$ cat config.mk
export PLATFORM = sky130hd
export DESIGN_NAME = tdc_core_param
export DESIGN_NICKNAME = d
export VERILOG_FILES = /design/src/rtl/tdc_core_param.sv
export SDC_FILE = /design/constraint.sdc
export NUM_CORES = 1
export LEC_CHECK = 0
export CORE_MARGIN = 2
export CORE_UTILIZATION = 35
export DETAILED_ROUTE_END_ITERATION = 8
export GPL_TIMING_DRIVEN = 0
export PLACE_DENSITY = 0.68
export RECOVER_POWER = 100
export SYNTH_ARGS = -nofsm -noshare
export SYNTH_HDL_FRONTEND = slang
export SYNTH_SLANG_ARGS = --single-unit
$ cat constraint.sdc
create_clock -name clk -period 5.9 [get_ports clk]
set_input_delay 1.77 -clock clk [delete_from_list [all_inputs] [get_ports clk]]
set_output_delay 1.77 -clock clk [all_outputs]
set_load 0.05 [all_outputs]
$ cat src/rtl/tdc_core_param.sv
// TDC back-end: captures the sampled ring-oscillator phases and ripple count
// once per reference clock, decodes a {coarse, fine} timestamp and emits
// either the raw timestamp or the (optionally accumulated) period difference.
module tdc_core_param #(
    parameter int N_PH    = 16,
    parameter int CNT_W   = 7,
    parameter int AVG_LOG = 0,
    localparam int FW     = $clog2(2 * N_PH),
    localparam int TS_W   = CNT_W + FW,
    localparam int OUT_W  = TS_W + AVG_LOG
) (
    input  logic             clk,
    input  logic             rst_n,
    input  logic             en,
    input  logic             mode,
    input  logic [N_PH-1:0]  phase_i,
    input  logic [CNT_W-1:0] count_i,
    output logic [OUT_W-1:0] tdc_o,
    output logic             valid_o,
    output logic [FW-1:0]    fine_o,
    output logic             bubble_err_o
);

    // Accumulation counter needs at least one bit even when no averaging.
    localparam int ACW = (AVG_LOG > 0) ? AVG_LOG : 1;
    localparam logic [ACW-1:0]  ACC_LAST = ACW'((2 ** AVG_LOG) - 1);
    localparam logic [FW:0]     TWO_N    = (FW + 1)'(2 * N_PH);
    localparam logic [N_PH-2:0] ONE_E    = (N_PH - 1)'(1);

    // Stage 1 capture registers
    logic [N_PH-1:0]  ph_q;
    logic [CNT_W-1:0] cnt_q;
    logic             mode_q;
    logic             v1_q;

    // Stage 2 state and output registers
    logic [OUT_W-1:0] tdc_q,       tdc_d;
    logic             valid_q,     valid_d;
    logic [FW-1:0]    fine_q,      fine_d;
    logic             bub_q,       bub_d;
    logic [TS_W-1:0]  ts_prev_q,   ts_prev_d;
    logic             have_prev_q, have_prev_d;
    logic             mode_prev_q, mode_prev_d;
    logic [OUT_W-1:0] acc_q,       acc_d;
    logic [ACW-1:0]   acc_cnt_q,   acc_cnt_d;

    // Decode results
    logic [FW-1:0]    pop;
    logic [FW:0]      fine_full;
    logic [FW-1:0]    fine;
    logic [N_PH-2:0]  edges;
    logic             illegal;
    logic [TS_W-1:0]  ts;
    logic [TS_W-1:0]  diff;
    logic [OUT_W-1:0] acc_sum;
    logic             have_eff;
    logic             mode_chg;

    // Fine decode, bubble check and timestamp formation from the captured phases
    always_comb begin
        pop = '0;
        for (int i = 0; i < N_PH; i++) begin
            pop = pop + FW'(ph_q[i]);
        end
        // Once the MSB phase has flipped we are in the second half-period.
        fine_full = ph_q[N_PH-1] ? (TWO_N - {1'b0, pop}) : {1'b0, pop};
        fine      = fine_full[FW-1:0];
        // A legal thermometer pattern has at most one set bit in its edge map.
        edges     = ph_q[N_PH-1:1] ^ ph_q[N_PH-2:0];
        illegal   = |(edges & (edges - ONE_E));
        ts        = TS_W'(cnt_q) * TS_W'(2 * N_PH) + TS_W'(fine);
        // Modular subtraction absorbs coarse-counter wrap-around.
        diff      = ts - ts_prev_q;
        acc_sum   = acc_q + OUT_W'(diff);
        mode_chg  = (mode_q != mode_prev_q);
        have_eff  = have_prev_q & ~mode_chg;
    end

    // Stage 2 next-state: output selection, difference and accumulation
    always_comb begin
        // NOTE: every variable gets a default first so no latch is inferred.
        tdc_d       = tdc_q;
        valid_d     = 1'b0;
        fine_d      = fine_q;
        bub_d       = bub_q;
        ts_prev_d   = ts_prev_q;
        have_prev_d = have_prev_q;
        mode_prev_d = mode_prev_q;
        acc_d       = acc_q;
        acc_cnt_d   = acc_cnt_q;

        if (v1_q) begin
            fine_d      = fine;
            bub_d       = illegal;
            ts_prev_d   = ts;
            have_prev_d = 1'b1;
            mode_prev_d = mode_q;
            if (!mode_q) begin
                tdc_d   = OUT_W'(ts);
                valid_d = 1'b1;
                if (mode_chg) begin
                    acc_d     = '0;
                    acc_cnt_d = '0;
                end
            end else if (!have_eff) begin
                // First difference sample after a restart: only seed ts_prev.
                acc_d     = '0;
                acc_cnt_d = '0;
            end else if (acc_cnt_q == ACC_LAST) begin
                tdc_d     = acc_sum;
                valid_d   = 1'b1;
                acc_d     = '0;
                acc_cnt_d = '0;
            end else begin
                acc_d     = acc_sum;
                acc_cnt_d = acc_cnt_q + ACW'(1);
            end
        end

        // NOTE: a dropped enable must win over the sample retiring this edge,
        // otherwise the next capture would diff against a stale timestamp.
        if (!en) begin
            have_prev_d = 1'b0;
            acc_d       = '0;
            acc_cnt_d   = '0;
        end
    end

    // Pipeline registers with synchronous active-low reset
    always_ff @(posedge clk) begin
        // NOTE: sequential state uses non-blocking assignments only.
        if (!rst_n) begin
            ph_q        <= '0;
            cnt_q       <= '0;
            mode_q      <= 1'b0;
            v1_q        <= 1'b0;
            tdc_q       <= '0;
            valid_q     <= 1'b0;
            fine_q      <= '0;
            bub_q       <= 1'b0;
            ts_prev_q   <= '0;
            have_prev_q <= 1'b0;
            mode_prev_q <= 1'b0;
            acc_q       <= '0;
            acc_cnt_q   <= '0;
        end else begin
            if (en) begin
                ph_q   <= phase_i;
                cnt_q  <= count_i;
                mode_q <= mode;
            end
            v1_q        <= en;
            tdc_q       <= tdc_d;
            valid_q     <= valid_d;
            fine_q      <= fine_d;
            bub_q       <= bub_d;
            ts_prev_q   <= ts_prev_d;
            have_prev_q <= have_prev_d;
            mode_prev_q <= mode_prev_d;
            acc_q       <= acc_d;
            acc_cnt_q   <= acc_cnt_d;
        end
    end

    assign tdc_o        = tdc_q;
    assign valid_o      = valid_q;
    assign fine_o       = fine_q;
    assign bubble_err_o = bub_q;

endmodule

# ---- Yosys cells after proc, flatten, opt, wreduce, memory -nomap -nowiden
# Index checks and enable logic that the tools add are counted.
dict set report op_classes {
  mux 15
  add_sub_neg 21
  reduce_logical 6
  bitwise 4
  eq_ne 3
}
# operator n
set op_table {}
lappend op_table {{two-way mux 12 bit} 7}
lappend op_table {{adder 5 x 1 -> 5 bit} 11}
lappend op_table {{bitwise AND 15 bit} 1}
lappend op_table {{OR reduction 15 bit} 1}
lappend op_table {{subtractor 15 x 1 -> 15 bit (second input constant)} 1}
lappend op_table {{XOR 15 bit} 1}
lappend op_table {{adder 12 bit} 1}
lappend op_table {{adder 12 x 5 -> 12 bit} 1}
lappend op_table {{subtractor 12 bit} 1}
lappend op_table {{two-way mux 1 bit} 7}
lappend op_table {{AND reduction 2 bit} 3}
lappend op_table {{adder 4 x 1 -> 5 bit} 1}
lappend op_table {{two-way mux 5 bit} 1}
lappend op_table {{subtractor 1 x 5 -> 5 bit (first input constant)} 1}
lappend op_table {{adder 3 x 1 -> 4 bit} 1}
lappend op_table {{adder 2 x 1 -> 3 bit} 1}
lappend op_table {{AND reduction 3 bit} 1}
lappend op_table {{adder 1 x 1 -> 2 bit} 1}
lappend op_table {{inequality test 2 x 1 -> 1 bit (second input constant)} 1}
lappend op_table {{inequality test 2 bit (second input constant)} 1}
lappend op_table {{nonzero test 2 bit} 1}
lappend op_table {{adder 1 bit (second input constant)} 1}
lappend op_table {{bitwise AND 1 bit} 1}
lappend op_table {{inequality test 1 bit} 1}
lappend op_table {{NOT 1 bit} 1}
dict set report word_totals {
  out_inout_bits 19
  ff_bits 71
}

# ---- Longest topological paths before layout
dict set report depth {
  depth_word 23
  mapped_depth 24
}

# ---- Worst setup path after synthesis
# OpenSTA, ideal clock, no wires.
dict set report synth_path {
  path_type {reg2reg}
  from {register ph_q[7]}
  to {register tdc_q[11] (netlist: tdc_o[11])}
  setup_time_ns 0.117
  slack_ns 0.046
  stages_incl_launch_ff 24
  arrival_time_ns 5.737
  period_less_slack_ns 5.854
  path_cell_list {dfxtp_1 > buf_2 > inv_1 > fa_1 > fa_1 > fa_1 > fa_1 > inv_1 > ha_1 > inv_1 > fa_1 > ha_1 > nand2_1 > o21ai_0 > ha_1 > ha_1 > fa_1 > a21o_1 > a21oi_2 > o211ai_1 > a31o_1 > nor4b_2 > a41oi_1 > a32o_1}
}
dict set report synth_between {
  elab_chain_len 17
}
# item line_no
set synth_rtl {}
lappend synth_rtl {{from (decl)} 31} ;# logic [N_PH-1:0] ph_q;
lappend synth_rtl {{from (signal assigned)} 148} ;# ph_q <= phase_i;
lappend synth_rtl {{adder 5 x 1 -> 5 bit (*) (9 in a row)} 63} ;# pop = pop + FW'(ph_q[i]);
lappend synth_rtl {{subtractor 1 x 5 -> 5 bit} 66} ;# fine_full = ph_q[N_PH-1] ? (TWO_N - {1'b0, pop}) : {1'b0, pop};
lappend synth_rtl {{two-way mux 5 bit (*)} 66}
lappend synth_rtl {{via fine_full[1]} 49} ;# logic [FW:0] fine_full;
lappend synth_rtl {{adder 12 x 5 -> 12 bit (*)} 71} ;# ts = TS_W'(cnt_q) * TS_W'(2 * N_PH) + TS_W'(fine);
lappend synth_rtl {{subtractor 12 bit} 73} ;# diff = ts - ts_prev_q;
lappend synth_rtl {{adder 12 bit} 74} ;# acc_sum = acc_q + OUT_W'(diff);
lappend synth_rtl {{two-way mux 12 bit} 109} ;# end else if (acc_cnt_q == ACC_LAST) begin
lappend synth_rtl {{two-way mux 12 bit} 105} ;# end else if (!have_eff) begin
lappend synth_rtl {{two-way mux 12 bit (*)} 98} ;# if (!mode_q) begin
lappend synth_rtl {{to (signal assigned)} 153} ;# tdc_q <= tdc_d;
lappend synth_rtl {{to (decl)} 37} ;# logic [OUT_W-1:0] tdc_q, tdc_d;
# Mark *: on every way through the listed nets, which the timed path passes. The rest lies on a longest branch. The select of a mux whose other input is x is not followed.
# A chain may end at the register's enable or synchronous reset.

# ---- Final worst setup path
# Same ends and word-level chain as after synthesis.

==> metrics <==
ys async rst share 0%; required time worst endpoint around 6 ns; Top delay family on crit path adder cells; cell area after synthesis 3650 µm²; core area just over 10000 µm²; Yosys top cell area share 29.1%; CTS Buf Count 5; DIE AREA approximately 11000 µm²; starting density of the core approximately 36%; final setup violation count 0; Via density 4.94; grt total ovfl 0; CP Launch Type register; H-tree depth 2; Rows 37; CP max FO 5; Max-cap violations 0; chip width 106 µm; Post-Route WL ~8.4 mm; setup ws final 0.0776 ns; Placement Setup Slack -0.370 ns; Sw Ratio 39.5%; Cell Int Power ~0.00096 W; switching power around 0.00063 W; crit path time final between 5 and 6 ns; Initial DRC Count 140; status finished, final reports clean; post-route clock period utilization between 90% and 100%; post-synthesis register bit count 53; CP max stage delay 0.53 ns; Lkg Pwr ~1.9 nW; gpl congestion 0.860; count of buffers from port buffering 44; final-report hold violation count 0; leading post-synthesis cells by cell area dfxtp_1 29%, mux2i_1 12%, ha_1 9.9%; Nets roughly 540; Area Overhead vs Synth 25.5%; Worst EP arrival approximately 6.0 ns; drt wl/cell approximately 14 µm; DP Area roughly 4300 µm²; Slew @ Worst Pin 0.749 ns; CP Capture Type register; most common cell after layout, fill and taps aside dfxtp_1; most used cell, CP fa_1; Clk pwr share 13.4%; worst path cell trace buf_6, inv_4, fa_1, fa_1, fa_1, fa_1, inv_1, ha_2, inv_2, fa_1, ha_1, nand2_2, o21ai_4, ha_4, ha_4, fa_2, a21o_1, a21oi_2, o211ai_1, a31o_1, nor4b_2, a41oi_1, a32o_1; Mapped Nets approximately 470; # DRC 0; CP Class register to register; Rel. slew slack 50.1%; largest net degree at the start of global routing 15; Ys Warns 0; Synth Area per Inst just over 9 µm²; combinational fraction of design power roughly three fifths; Die Y 106 µm; maximum clock rate between 150 and 200 MHz; Root Driver clkbuf_8; Final Cell Area around 4600 µm²; # IOs 46; register area share after synthesis ~29%; DP HPWL ~6.4 mm; largest area contributor in the synthesized netlist dfxtp_1; HP Class register to register; Multi-input gate area ~2400 µm²; fillers around 990; Final Skew around 0.011 ns; Peak VDD IR around 0.17 mV; TritonCTS Sinks 53; via count 2988; antenna cell count 0; layout cells sized above 1 14.5%; RSZ-0062 raised after global routing true; Slowest cell on crit path fa_1; clock insertion delay at the later pin of the skew report approximately 0.31 ns; cell count after synthesis about 400; GRT Overall Usage roughly 15%; Worst Path Buf+Inv 4; vias in the first global route between 2000 and 3000; CTS tree done; top_reg_cell synth dfxtp_1; most frequent cells in the layout 44 x dfxtp_1, 43 x mux2i_1, 38 x nor2b_1; Slew Viols, Final 0; sequential share of power between 20% and 30%; CTS clk-pin slew, worst paths 0.09 ns; Clock Path Buffers 2; Post-DRT Antenna Nets 0; R2R setup slack 0.08 ns; Yosys cell types 53; cell area power density 346 nW/µm²; first-pass GRT wire length 13.6 mm; register area between 1000 and 1500 µm²; Post-synth EDFFs 0; cts hold-fix bufs 0; initial antenna violation count 0; Pre-antenna DRT Iters 6; Finished Core Util between 40 and 50%
## repair_timing
action,4_1_cts,5_1_grt
gates resized for setup,21,16
endpoints found under the setup margin,4,4
pin swaps,12,13
setup buffers,6,10
endpoints found under the hold margin,0,0
## registers in the layout, indices dropped and copies added, names as in the netlist, 4 cells and up
| signal | flops |
|---|---|
| cnt_q | 7 |
| fine_o | 4 |
| ph_q | 16 |
| tdc_o | 12 |
| ts_prev_q | 8 |
## power groups by stage
stage	combinational, W	sequential (W)	clock [W]
after global placement	0.000747	0.000417	0
final	0.000962	0.000409	0.000213
after detailed placement	0.000768	0.000418	0
after CTS	0.000875	0.000410	0.000223
after global routing	0.00108	0.000414	0.000235
after floorplan	0.000566	0.000450	0
## final timing paths
kind,to,startpoint,cells past startpoint
worst min register to register,have_prev_q,have_prev_q,1
worst min-delay path,have_prev_q,have_prev_q,1
worst max register to register,tdc_o[11],ph_q[7],23
worst max-delay path,tdc_o[11],ph_q[7],23
## kinds of logic after synthesis
family                   count (synthesis)  synth area share, %
AO/OA/AOI/OAI                           74                 14.6
XOR/XNOR                                14                 3.36
adder cells (fa/ha/maj)                 40                 16.0
buffers and inverters                   64                 7.51
flip-flops                              53                 29.1
multiplexers                            45                 12.4
AND/OR/NAND/NOR                        112                 17.0
## cell type report
type	count	area share (%)
multi-input cells	285	52.2
well taps	136	3.72
plain buffers	24	3.09
inverters	40	3.33
repair buffers	60	12.2
flip-flops and latches	53	23.5
clock buffers	7	1.89
## metrics by stage
stage | hold slack (ns) | TNS (ns) | instances | power (W)
2_1_floorplan | 0.428 | 0 | 402 | 0.00102
3_3_place_gp | 0.441 | -0.400 | 582 | 0.00116
3_5_place_dp | 0.442 | -0.552 | 582 | 0.00119
4_1_cts | 0.465 | 0 | 595 | 0.00151
5_1_grt | 0.498 | -0.260 | 605 | 0.00173
6_report | 0.461 | 0 | 605 | 0.00158
## worst reg2reg max path, cell delays in order, from the launching register on
cell,delay [ns]
dfxtp_2,0.35
buf_6,0.12
inv_4,0.03
fa_1,0.51
fa_1,0.43
fa_1,0.54
fa_1,0.41
inv_1,0.07
ha_2,0.18
inv_2,0.04
fa_1,0.46
ha_1,0.31
nand2_2,0.10
o21ai_4,0.08
ha_4,0.25
ha_4,0.17
fa_2,0.39
a21o_1,0.18
a21oi_2,0.18
o211ai_1,0.11
a31o_1,0.27
nor4b_2,0.25
a41oi_1,0.08
a32o_1,0.24
## cell usage after synthesis, drive strengths merged (2+ instances only)
cell and n:
o211a 2, buf 13, a31oi 4, a2111oi 2, o21a 2, nand4 3
a21o 5, a21oi 12, mux2 2, a211oi 3, xnor2 10, o21ai 20
dfxtp 53, and2 3, nand4b 2, fa 11, clkbuf 11, nor3 7
o211ai 7, a41oi 2, or3 3, nand3 3, nor4 2, o221ai 3
a21boi 4, ha 29, and3 3, nor2 12, nand2b 8, xor2 4
nor2b 38, a311oi 2, nand2 26, mux2i 43, inv 40
## per-layer routing
| metal | vias to the layer above | routed length, µm | track usage (%) |
|---|---|---|---|
| li1 | 1517 | - | - |
| met1 | 1403 | 3860 | 19.7 |
| met2 | 57 | 4050 | 24.6 |
| met3 | 11 | 331 | 2.76 |
| met4 | 0 | 169 | 5.92 |
| met5 | - | 0 | 0 |
(Power assumes the default switching activity.)
